==> src/rtl/mul_ctrl_pkg.sv <==
// Shared EX-stage definitions for the multiplier sequencing controller:
// op encodings, controller state encoding and the MLU pipeline latency.
package mul_ctrl_pkg;

    // Cycles from the first edge with start high to MLU ready.
    localparam int MUL_LAT = 7;

    typedef enum logic [1:0] {
        MUL_OP_NONE  = 2'b00,
        MUL_OP_MULT  = 2'b01,   // signed, product to HI/LO
        MUL_OP_MULTU = 2'b10,   // unsigned, product to HI/LO
        MUL_OP_MUL   = 2'b11    // signed, low word to GPR
    } mul_op_e;

    typedef enum logic [1:0] {
        ST_IDLE = 2'b00,
        ST_BUSY = 2'b01,
        ST_DONE = 2'b10
    } mul_state_e;

    // Only MULTU runs the MLU in unsigned mode.
    function automatic logic op_is_signed(input logic [1:0] op);
        return (op != MUL_OP_MULTU);
    endfunction

    // MUL writes the GPR file; MULT/MULTU write HI/LO.
    function automatic logic op_is_gpr(input logic [1:0] op);
        return (op == MUL_OP_MUL);
    endfunction

endpackage

==> src/rtl/mul_ctrl.sv <==
// Sequencing controller for the shared multi-cycle multiplier (MLU).
// Accepts a multiply from EX, holds operands and a level-held start to the
// MLU, stalls the front end until the product is captured, then issues a
// one-cycle HI/LO or GPR writeback. Zero operands bypass the MLU entirely.
module mul_ctrl
    import mul_ctrl_pkg::*;
(
    input  logic        clk,
    input  logic        resetn,
    input  logic        ex_valid_i,
    input  logic [1:0]  ex_op_i,
    input  logic [31:0] ex_src1_i,
    input  logic [31:0] ex_src2_i,
    input  logic        flush_i,
    output logic        stall_req_o,
    output logic        mul_start_o,
    output logic        mul_sign_o,
    output logic [31:0] mul_op1_o,
    output logic [31:0] mul_op2_o,
    input  logic        mul_ready_i,
    input  logic [63:0] mul_result_i,
    output logic        hilo_we_o,
    output logic [31:0] hi_o,
    output logic [31:0] lo_o,
    output logic        gpr_we_o,
    output logic [31:0] gpr_wdata_o
);

    mul_state_e  state_r;
    mul_op_e     op_r;
    logic        start_r;
    logic        sign_r;
    logic [31:0] op1_r;
    logic [31:0] op2_r;
    logic [63:0] product_r;
    logic        hilo_we_r;
    logic        gpr_we_r;

    logic        req_s;
    logic        zero_s;

    assign req_s  = ex_valid_i & (ex_op_i != MUL_OP_NONE) & ~flush_i;
    assign zero_s = (ex_src1_i == 32'd0) | (ex_src2_i == 32'd0);

    // Stall holds EX/ID/IF until the writeback cycle; a flush releases it.
    assign stall_req_o = req_s & (state_r != ST_DONE);

    assign mul_start_o = start_r;
    assign mul_sign_o  = sign_r;
    assign mul_op1_o   = op1_r;
    assign mul_op2_o   = op2_r;

    // Write-enable flags are armed on entry to DONE; a flush in DONE kills them.
    assign hilo_we_o   = hilo_we_r & ~flush_i;
    assign gpr_we_o    = gpr_we_r & ~flush_i;

    // Product halves come straight from the product register, never X.
    assign hi_o        = product_r[63:32];
    assign lo_o        = product_r[31:0];
    assign gpr_wdata_o = product_r[31:0];

    // Controller FSM with operand, product and write-enable registers.
    always_ff @(posedge clk or negedge resetn) begin
        if (!resetn) begin
            state_r   <= ST_IDLE;
            op_r      <= MUL_OP_NONE;
            start_r   <= 1'b0;
            sign_r    <= 1'b0;
            op1_r     <= 32'd0;
            op2_r     <= 32'd0;
            product_r <= 64'd0;
            hilo_we_r <= 1'b0;
            gpr_we_r  <= 1'b0;
        end else begin
            case (state_r)
                ST_IDLE: begin
                    hilo_we_r <= 1'b0;
                    gpr_we_r  <= 1'b0;
                    if (req_s) begin
                        op1_r  <= ex_src1_i;
                        op2_r  <= ex_src2_i;
                        sign_r <= op_is_signed(ex_op_i);
                        op_r   <= mul_op_e'(ex_op_i);
                        if (zero_s) begin
                            // Fast path: product is known to be zero.
                            product_r <= 64'd0;
                            hilo_we_r <= ~op_is_gpr(ex_op_i);
                            gpr_we_r  <= op_is_gpr(ex_op_i);
                            state_r   <= ST_DONE;
                        end else begin
                            start_r <= 1'b1;
                            state_r <= ST_BUSY;
                        end
                    end else begin
                        state_r <= ST_IDLE;
                    end
                end
                ST_BUSY: begin
                    if (flush_i) begin
                        // Drop the in-flight MLU result; start low restarts it.
                        start_r <= 1'b0;
                        state_r <= ST_IDLE;
                    end else if (mul_ready_i) begin
                        product_r <= mul_result_i;
                        start_r   <= 1'b0;
                        hilo_we_r <= ~op_is_gpr(op_r);
                        gpr_we_r  <= op_is_gpr(op_r);
                        state_r   <= ST_DONE;
                    end else begin
                        state_r <= ST_BUSY;
                    end
                end
                ST_DONE: begin
                    // Start stays low here so the MLU sees at least one idle edge.
                    hilo_we_r <= 1'b0;
                    gpr_we_r  <= 1'b0;
                    start_r   <= 1'b0;
                    state_r   <= ST_IDLE;
                end
                default: begin
                    hilo_we_r <= 1'b0;
                    gpr_we_r  <= 1'b0;
                    start_r   <= 1'b0;
                    state_r   <= ST_IDLE;
                end
            endcase
        end
    end

endmodule
==> config.mk <==
export PLATFORM = sky130hd
export DESIGN_NAME = mul_ctrl
export DESIGN_NICKNAME = d
export VERILOG_FILES = /design/src/rtl/mul_ctrl_pkg.sv /design/src/rtl/mul_ctrl.sv
export SDC_FILE = /design/constraint.sdc
export NUM_CORES = 1
export LEC_CHECK = 0
export ABC_AREA = 1
export ABC_CLOCK_PERIOD_IN_PS = 1500
export CORE_MARGIN = 1
export CORE_UTILIZATION = 40
export CTS_BUF_LIST = sky130_fd_sc_hd__clkbuf_8
export CTS_CLUSTER_DIAMETER = 150
export CTS_CLUSTER_SIZE = 8
export DETAILED_ROUTE_END_ITERATION = 10
export PLACE_DENSITY = 0.85
export SYNTH_ARGS = -nofsm -noshare
export SYNTH_HDL_FRONTEND = slang
export SYNTH_SLANG_ARGS = --single-unit
==> constraint.sdc <==
create_clock -name clk -period 1.5 [get_ports clk]
set_input_delay 0.15 -clock clk [delete_from_list [all_inputs] [get_ports clk]]
set_output_delay 0.15 -clock clk [all_outputs]
set_load 0.01 [all_outputs]
Word-level counts from Yosys, hierarchy flattened

Index checks and enable logic that the tools add are counted.

Flip-flop bits (word level): 136
Input bits: 135
Output and inout port bits: 165
Word-level logic and storage cells: 63

Equality and inequality tests: 11
Mux-type cells: 25
Bitwise operators: 9
Reduce and logical (&&, ||, !) cells: 9

Operators with widths:

| cell                                                | count |
|---|---|
| two-way mux 64 bit                                  | 4 |
| case mux 64 bit (2 select lines)                    | 1 |
| zero test 32 bit                                    | 2 |
| != test 2 bit, second input constant                | 7 |
| two-way mux 1 bit                                   | 12 |
| two-way mux 2 bit                                   | 4 |
| case mux 1 bit (2 select lines)                     | 3 |
| AND 1 bit                                           | 5 |
| AND reduction 5 bit                                 | 1 |
| equality test 2 bit, second input constant          | 2 |
| case mux 2 bit (2 select lines)                     | 1 |
| AND reduction 2 bit                                 | 2 |
| nonzero test 2 bit                                  | 2 |
| != test 3 bit, second input constant                | 1 |
| NOT 1 bit                                           | 3 |
| AND reduction 3 bit                                 | 1 |
| equality test 2 x 1 -> 1 bit, second input constant | 1 |
| zero test 2 bit                                     | 1 |
| OR 1 bit                                            | 1 |

Logic depth before layout (Yosys ltp)

Gate-level depths: netlist of the first run.

Depth after elaboration: 5
Mapped depth: 13
Mapped depth without buffers: 11

Least setup slack after synthesis of the first run

No wires, ideal clock.

Kind: register to register
Start: register state_r[0]
End: register product_r[3]
Arrival: 1226 ps
Slack: 156 ps
Cell stages (with the launch flop): 9
Period minus slack after synthesis: 1344 ps
Cells stage by stage: dfrtp_1 > nor2_1 > nand2_2 > inv_2 > nand2_4 > buf_6 > buf_2 > nand3_1 > nand2_1

Longest elaborated chain between the ends: 3
Elaborated cells between the ends (all ways): 9

Ends and longest elaborated chain:

| element                                                              | line            | source |
|---|---|---|
| from (decl)                                                          | mul_ctrl.sv:29  | `mul_state_e state_r;` |
| from (signal assigned)                                               | mul_ctrl.sv:65  | `state_r <= ST_IDLE;` |
| from (signal assigned)                                               | mul_ctrl.sv:89  | `state_r <= ST_DONE;` |
| from (signal assigned)                                               | mul_ctrl.sv:92  | `state_r <= ST_BUSY;` |
| equality test 2 x 1 -> 1 bit or zero test 2 bit (tied branches)      | mul_ctrl.sv:75  | `case (state_r)` |
| != test 2 bit (no source line) or nonzero test 2 bit (tied branches) | n/a             |  |
| AND reduction 5 bit (no source line)                                 | n/a             |  |
| to (signal assigned)                                                 | mul_ctrl.sv:104 | `product_r <= mul_result_i;` |
| to (decl)                                                            | mul_ctrl.sv:35  | `logic [63:0] product_r;` |

Parallel ways exist; a longest one is shown, timed or not.
A chain may end at the register's enable or synchronous reset.

Worst setup path in the final report of the first run

Start: input port ex_op_i[1]
End: output port stall_req_o

Longest elaborated chain between the ends: 4

Ends and longest elaborated chain:

| element                | line           | source |
|---|---|---|
| from (decl)            | mul_ctrl.sv:11 | `input logic [1:0] ex_op_i,` |
| nonzero test 2 bit     | mul_ctrl.sv:42 | `assign req_s = ex_valid_i & (ex_op_i != MUL_OP_NONE) & ~flush_i;` |
| AND 1 bit (2 in a row) | mul_ctrl.sv:42 |  |
| AND 1 bit              | mul_ctrl.sv:46 | `assign stall_req_o = req_s & (state_r != ST_DONE);` |
| to (decl)              | mul_ctrl.sv:15 | `output logic stall_req_o,` |

Every way passes these cells.

==> results of run 1 <==
-- metrics by stage --
stage               instances  utilization (%)  setup TNS, ns  setup WS [ns]  cell area [sq um]
CTS                      1207             62.8              0       0.000559               9620
global placement         1169             61.2         -39.67         -0.488               9370
floorplan                 704                -              0          0.156               6300
detailed placement       1169             61.2         -42.15         -0.472               9370
finish                   1210             63.6              0         0.0668               9750
global route             1210             63.6        -0.0459        -0.0194               9750
-- cell type report --
type / instances / area share, %
Sequential cell: 136 / 34.9
Multi-Input combinational cell: 442 / 22.7
Clock inverter: 12 / 1.28
Clock buffer: 20 / 2.82
Timing Repair Buffer: 337 / 33.5
Inverter: 52 / 2.00
Tap cell: 211 / 2.71
-- flip-flops by register name, indices dropped and copies added (netlist names) --
name and count:
gpr_we_r 1, mul_sign_o 1, mul_op2_o 32, state_r 2, mul_start_o 1, product_r 64, op_r 2, mul_op1_o 32
hilo_we_r 1
-- final timing paths --
kind / cells after the start / to / slack, ns
min reg2reg: 2 / mul_op2_o[18] / 0.48
max in group asynchronous: 3 / product_r[13] / 0.79
min: 2 / mul_op1_o[10] / 0.17
min in group clk: 3 / product_r[62] / 0.25
max reg2reg: 5 / mul_op2_o[8] / 0.09
max: 6 / stall_req_o / 0.07
-- metal layers --
layer  up-vias  part of all wire [%]  routed length (um)
li1       2763                     -                   -
met1      2694                    39                7130
met2       265                    49                8930
met3        37                   8.8                1610
met4         0                   3.0                 541
met5         -                     0                   0
-- layout by cell type (no fill, tap or decap), types with 2 or more instances in the layout --
cell and n:
nand2_2 4, nand2_4 3, nand4_1 3, clkinv_2 4, nand3_2 50, inv_1 49
inv_2 3, o21ai_0 43, bufinv_16 2, clkbuf_8 20, dlygate4sd2_1 163, nor2_2 5
dfrtp_1 136, buf_4 23, buf_12 7, clkbuf_16 3, buf_16 2, clkinv_4 2
nand3_1 83, nor2_1 28, buf_6 4, clkdlybuf4s50_1 133, nand2_1 220, clkinvlp_4 2
-- cells by family after synthesis --
group / synth area share [%]
AOI/OAI and AO/OA: 3.49
buffers and inverters: 11.5
DFF: 54.0
and+or+nand+nor: 31.0
-- what timing repair did --
item,CTS,global route
buffers inserted,5,0
hold buffers,1,0
cloned,0,3
resized for setup,168,15
endpoints found under the hold margin,136,0
endpoints found under the setup margin,164,95
pin swaps,0,6
-- power by group --
group / internal, uW / leakage, uW / total (uW) / switching (uW)
sequential: 4240 / 0.00178 / 4580 / 333
combinational: 1320 / 0.00334 / 2650 / 1330
clock: 1600 / 0.000206 / 3070 / 1470
-- synth_stat cells --
library cell / count / area [sq um]
nor2_1: 32 / 120
nand2_1: 222 / 833
nand3_2: 50 / 500
buf_1: 6 / 22.5
buf_2: 20 / 100
nor2_2: 2 / 12.5
inv_2: 2 / 7.51
inv_1: 49 / 184
nand3_1: 83 / 415
nand4_1: 3 / 18.8
buf_6: 1 / 11.3
clkbuf_1: 9 / 33.8
o21ai_0: 43 / 215
clkinv_1: 1 / 3.75
buf_4: 32 / 240
a21oi_1: 1 / 5.00
dfrtp_1: 136 / 3400
nand2_4: 3 / 33.8
nand2_2: 2 / 12.5
nor3_2: 1 / 10.0
buf_12: 6 / 120
==> results.cfg, run 1 <==
[synth]
synthCells = 704
yosysWarnings = 0
synth.avg_cell_area_sq_um = 8.95
ys_types = 21
ys_ff_latch = 136
synth_nets = 839
syn_area_sq_mm = 0.00630
seq_area_frac_synth_pct = 54.0

[critical_path]
critPathBufInv = 3
critPathTopFamily = buffers and inverters
path_class = input port to primary output
critPathRequiredTime_ns = 1.35
path_cells = clkdlybuf4s50_1 > nor2_1 > nor3_4 > inv_1 > a21oi_4 > buf_6
start_kind = input port
worst-path-max-fanout = 2
critPathLaunch = ex_op_i[1]
worstPathArrival_ns = 1.28
cpMaxStageDelayCell = clkdlybuf4s50_1
endpoint_kind = primary output
cpPeakStageDelay_ns = 0.48
r2r-start = state_r[0]

[place]
hpwl_um = 12800
io_buffers = 299
gp_congestion = 0.802

[clock_network]
htree_levels = 4
clock-sinks = 136
numCtsBuffers = 17
clk_latency_ns = 0.44
clockBufferDepth = 2
cts_tree = done
root_buffer = clkbuf_8
clk_pin_slew_worst_paths_ns = 0.08

[sta]
hold_viol_final = 0
min_period_ns = 1.43
rsz0062_at_grt = yes
hold_ws_ns = 0.172
fin_worst_skew_ns = 0.0118
timing.final.crit_share_pct = 95.5
maxSlewViolCount = 0
fmax_mhz = 698
worst_pin_slew_ns = 0.393
relSlewSlack_pct = 73.8
setup_viol = 0

[detailed_routing]
viasPerCell = 4.76
first_pass_iters = 5
drc = 0
wl_um = 18200
drt_iter0_markers = 257
drtAntennaViolNets = 0
vias = 5759
wl_per_cell_um = 15.1

[global_route]
grt_pass1_vias = 5492
grt_pass1_wl_um = 27500
grt_use_met2_pct = 36.9
top_usage_layer = met2
grt_max_degree = 65
gr-usage-all-layers_pct = 21.9
met1_usage_pct = 25.4
gr-usage-met3_pct = 7.71
grt_overflow = 0
antenna_found_initial = 0

[cells_and_area]
area_growth_pct = 54.6
fillers = 1303
drive_gt1_share_pct = 13.8
fin_nets = 1121
n_antenna_cell = 0
seq_area_sq_mm = 0.00340
multi_input_area_sq_mm = 0.00221

[die]
die_y_um = 128
initial_core_util_pct = 41.2
boundaryPins = 300
rows = 45
die_area_sq_mm = 0.0163
core_region_area_sq_mm = 0.0153
die_w_um = 128

[power_and_ir_drop]
p_leak_uw = 0.00532
total_power_uw = 10300
pwr_density_cell_mw_per_mm2 = 1060
peakVddDrop_v = 0.000642

[status]
status = completed

[worst_hold_path]
holdCritPathClass = input port to asynchronous set/reset pin

[run]
drv_cap = 0
No activity file was read; power rests on OpenSTA's default activity.
==> inputs of run 2 (changes only) <==
Settings changed: RECOVER_POWER set to 25.
==> run 2 against run 1 <==
- global-route usage is the same
- fmax decreased by 0.23%
- utilization shrank 0.24 points
- via count grew 0.38%
- sequential share of layout area is 0.13 points higher
- cell count stayed put
- routed wire length up 0.27%
- critical path depth is the same
- total power fell by 0.15%
- critical endpoint unchanged
- largest cell class unchanged
==> results.cfg, run 2 (synthesis gave the netlist of run 1 again) <==
[cells_and_area]
regMostFlops = product_r
fin_cells = 1210
n_antenna_cell = 0
final_common_cell = nand2_1
utilization_pct = 63.4
area_growth_pct = 54.0
final_cell_mix = nand2_1 (220), dlygate4sd2_1 (163), dfrtp_1 (136), clkdlybuf4s50_1 (133), nand3_1 (83)
drive_gt1_share_pct = 13.8
largest_register_ffs = 64
fin_nets = 1121

[power_and_ir_drop]
clkPwrFrac_pct = 29.8
p_leak_uw = 0.00531
p_int_uw = 7160
switching_share_pct = 30.4
power.switching_uw = 3120
peakVddDrop_v = 0.000642
comb_power_share_pct = 25.7
pwr-share-seq_pct = 44.5
pwr_density_cell_mw_per_mm2 = 1060

[critical_path]
critPathRequiredTime_ns = 1.35
worstPathArrival_ns = 1.29
path_cells = clkdlybuf4s50_1 > nor2_1 > nor3_4 > inv_1 > a21oi_4 > buf_6
cp-endpoint = stall_req_o
endpoint_kind = primary output
cpPeakStageDelay_ns = 0.48
rr_endpoint = mul_op2_o[8]
critPathLaunch = ex_op_i[1]
start_kind = input port
worst-path-max-fanout = 2
rrSetupSlack_ns = 0.09
reg2reg_depth = 5
path_class = input port to primary output
cpMaxStageDelayCell = clkdlybuf4s50_1
r2r-start = state_r[0]

[detailed_routing]
drc = 0
wl_per_cell_um = 15.1
wl_um = 18300
drtAntennaViolNets = 0
viasPerCell = 4.78
first_pass_iters = 4
drt_iter0_markers = 270
vias = 5781

[sta]
fmax_mhz = 696
maxSlewViolCount = 0
setup_slack_ns = 0.0635
fin_worst_skew_ns = 0.0123
relSlewSlack_pct = 39.1
worst_pin_slew_ns = 0.914
setup_viol = 0
min_period_ns = 1.44
timing.final.crit_share_pct = 95.8
rsz0062_at_grt = yes
hold_viol_final = 0

[clock_network]
htree_levels = 4
numCtsBuffers = 17
root_buffer = clkbuf_8
clock-sinks = 136
clockBufferDepth = 2
cts_tree = done
clk_pin_slew_worst_paths_ns = 0.08
clk_latency_ns = 0.44

[worst_hold_path]
holdCritPathClass = input port to register
min_path_cells = 3

[die]
initial_core_util_pct = 41.2
die_y_um = 128
core_region_area_sq_mm = 0.0153
die_w_um = 128
die_area_sq_mm = 0.0163
boundaryPins = 300
rows = 45

[global_route]
grt_overflow = 0
grt_pass1_vias = 5492
gr-usage-all-layers_pct = 21.9
grt_max_degree = 65
antenna_found_initial = 0
grt_pass1_wl_um = 27500

[place]
io_buffers = 299
gp_congestion = 0.802
dpl.cell_count = 1169
hpwl_um = 12800
dpl_worst_slack_ns = -0.472

[run]
drv_cap = 0

[status]
status = completed
==> run 2: power by group through the flow <==
stage | Sequential (uW) | Combinational, uW | Clock, uW
finish | 4580 | 2640 | 3070
floorplan | 4900 | 888 | 0
CTS | 4580 | 2640 | 3140
detailed placement | 4670 | 3070 | 0
global route | 4650 | 2880 | 3310
global placement | 4640 | 3020 | 0
==> run 2: final cells by class <==
| cell class | count | area [sq um] |
|---|---|---|
| fill | 1309 | 5600 |
| clock buffer | 20 | 275 |
| timing repair buffer | 337 | 3230 |
| sequential | 136 | 3400 |
| tap | 211 | 264 |
| multi-input combinational | 442 | 2210 |
| inverter | 52 | 195 |
| clock inverter | 12 | 125 |
==> run 2: layer usage <==
layer	track usage, %	part of all wire (%)
met1	25.4	39
met2	36.9	49
met3	7.71	9.0
met4	9.24	2.8
met5	0	0
==> run 2: how the worst min path moves through the flow <==
stage                startpoint             to  slack (ns)
2_1_floorplan            resetn       gpr_we_r       -0.15
5_1_grt        mul_result_i[62]  product_r[62]        0.23
3_3_place_gp             resetn  mul_op2_o[24]        0.08
4_1_cts                  resetn  mul_op1_o[10]        0.16
3_5_place_dp             resetn  mul_op1_o[10]        0.08
6_report       mul_result_i[62]  product_r[62]        0.25
==> run 2: worst max-delay path: cells and delay by family <==
kind | cells | cell delay (ns)
AND/OR/NAND/NOR | 2 | 0.28
AO/OA/AOI/OAI | 1 | 0.13
buffers and inverters | 3 | 0.73
==> run 2: repair_timing <==
action / CTS / global route
pin swaps: 0 / 6
setup buffers: 5 / 0
gates cloned: 0 / 3
hold buffers: 1 / 0
endpoints found under the setup margin: 164 / 95
resized for setup: 168 / 15
hold endpoints to repair: 136 / 0
==> run 2: per-stage QoR <==
| stage | TNS (ns) | instance area, sq um | power (uW) | hold slack [ns] |
|---|---|---|---|---|
| after floorplan | 0 | 6300 | 5790 | -0.146 |
| after global placement | -39.67 | 9370 | 7660 | 0.0817 |
| after detailed placement | -42.15 | 9370 | 7740 | 0.0813 |
| after CTS | 0 | 9620 | 10400 | 0.157 |
| after global routing | -0.0459 | 9710 | 10800 | 0.233 |
| final | 0 | 9710 | 10300 | 0.254 |
==> inputs of run 3 (changes only) <==
Settings changed: CORE_MARGIN 1 to 2, CORE_UTILIZATION 40 to 42, PLACE_DENSITY 0.85 to 0.88.
==> run 3 against run 2 <==
- sequential cell count stayed put
- worst hold slack got worse by 0.20 ns
- routed wire length grew 4.6%
- combinational power grew 2%
- utilization increased by 4.0 points
- critical path depth rose by 5
- global-route usage rose by 1.6 points
- largest power group unchanged
==> results.cfg, run 3 (synthesis gave the netlist of run 1 again) <==
[sta]
relSlewSlack_pct = 43.0
min_period_ns = 1.43
maxSlewViolCount = 0
setup_slack_ns = 0.0733
fmax_mhz = 701
setup_viol = 0
timing.final.crit_share_pct = 95.1
rsz0062_at_grt = no
fin_worst_skew_ns = 0.0130
worst_pin_slew_ns = 0.854
hold_viol_final = 0

[cells_and_area]
stdcell_area_sq_mm = 0.00984
utilization_pct = 67.4
regMostFlops = product_r
final_common_cell = nand2_1
drive_gt1_share_pct = 14.3
n_antenna_cell = 0
area_growth_pct = 56.1
largest_register_ffs = 64
fin_cells = 1192
final_cell_mix = nand2_1 (221), dlygate4sd2_1 (158), dfrtp_1 (136), clkdlybuf4s50_1 (131), nand3_1 (83)
fin_nets = 1130

[clock_network]
clk_pin_slew_worst_paths_ns = 0.08
clockBufferDepth = 2
clock-sinks = 136
root_buffer = clkbuf_8
numCtsBuffers = 17
clk_latency_ns = 0.43
cts_tree = done
htree_levels = 4

[die]
die_y_um = 127
core_region_area_sq_mm = 0.0146
initial_core_util_pct = 43.2
die_area_sq_mm = 0.0160
die_w_um = 127
boundaryPins = 300
rows = 44

[critical_path]
endpoint_kind = register
reg2reg_depth = 6
worst-path-max-fanout = 19
worstPathArrival_ns = 1.75
path_class = input port to register
critPathRequiredTime_ns = 1.83
start_kind = input port

[worst_hold_path]
holdCritPathClass = input port to register
min_path_cells = 3

[detailed_routing]
wl_um = 19100
viasPerCell = 4.88
first_pass_iters = 4
drtAntennaViolNets = 0
vias = 5822
wl_per_cell_um = 16.0
drt_iter0_markers = 347
drc = 0

[place]
dpl.cell_count = 1152
dpl_cell_area_sq_mm = 0.00944
gp_congestion = 0.844
hpwl_um = 13700
dpl_worst_slack_ns = -0.454
io_buffers = 299

[power_and_ir_drop]
p_leak_uw = 0.00546
pwr_density_cell_mw_per_mm2 = 1070
peakVddDrop_v = 0.000663

[global_route]
grt_max_degree = 82
grt_pass1_wl_um = 29700
grt_pass1_vias = 5698
antenna_found_initial = 1
grt_overflow = 0
gr-usage-all-layers_pct = 23.5

[run]
drv_cap = 0

[status]
status = completed
## run 3: cell count changes in the layout (fill, tap and decap cells not counted), moves of 3 or more
cell | previous run | this run
buf_4 | 24 | 27
clkinv_2 | 4 | 1
clkbuf_8 | 20 | 17
dlygate4sd2_1 | 163 | 158
buf_12 | 4 | 9
dlymetal6s2s_1 | 1 | 8
## run 3: through the flow
step                      power (uW)  setup TNS [ns]  hold slack (ns)
after floorplan                 5790               0           -0.146
after global placement          7700          -37.64           0.0677
after detailed placement        7790          -44.11           0.0658
after CTS                      10600         -0.0704            0.147
after global routing           11100               0           0.0419
final                          10600               0           0.0540
## run 3: final cells by class
| type | instances | area, sq um |
|---|---|---|
| clock inverters | 15 | 200 |
| flip-flops and latches | 136 | 3400 |
| repair buffers | 346 | 3370 |
| multi-input cells | 442 | 2200 |
| well taps | 184 | 230 |
| clock buffers | 17 | 234 |
| fillers | 1202 | 4750 |
| inverters | 52 | 195 |
## run 3: report_power, final
part           switching [uW]  leakage (uW)  internal, uW
Sequential                337       0.00178          4240
Combinational            1340       0.00346          1340
Clock                    1480      0.000220          1820
## run 3: path summary, 6_finish.rpt
path | from | slack, ns | to
worst max-delay path | ex_src2_i[31] | 0.07 | product_r[33]
worst min-delay path | ex_src2_i[25] | 0.05 | mul_op2_o[25]
worst max register to register | state_r[0] | 0.11 | mul_op1_o[3]
worst min register to register | mul_start_o | 0.47 | mul_start_o
max in group asynchronous | resetn | 0.22 | mul_op2_o[12]
min in group asynchronous | resetn | 0.37 | mul_op2_o[28]
## run 3: routing by layer
layer	vias to the layer above	wire, um	track usage, %	part of all wire [%]
met5	-	19	0	0.10
met4	2	369	7.24	1.9
met3	25	1530	7.89	8.0
met2	223	9710	41.1	51
met1	2785	7470	27.3	39
li1	2787	-	-	-
## run 3: critical path: stages
cell	delay, ns
clkdlybuf4s50_1	0.47
nor2_1	0.13
nand4_1	0.13
nor2_2	0.14
nand2_2	0.09
nand2_4	0.09
nand2_4	0.07
buf_6	0.14
clkbuf_16	0.18
nand3_1	0.09
nand2_1	0.06
## run 3: timing repair
item,4_1_cts,5_1_grt
gates cloned,0,4
pin swaps,0,8
hold endpoints to repair,136,0
setup endpoints to repair,160,109
buffers inserted,3,0
resized for setup,161,21
hold buffers,1,0
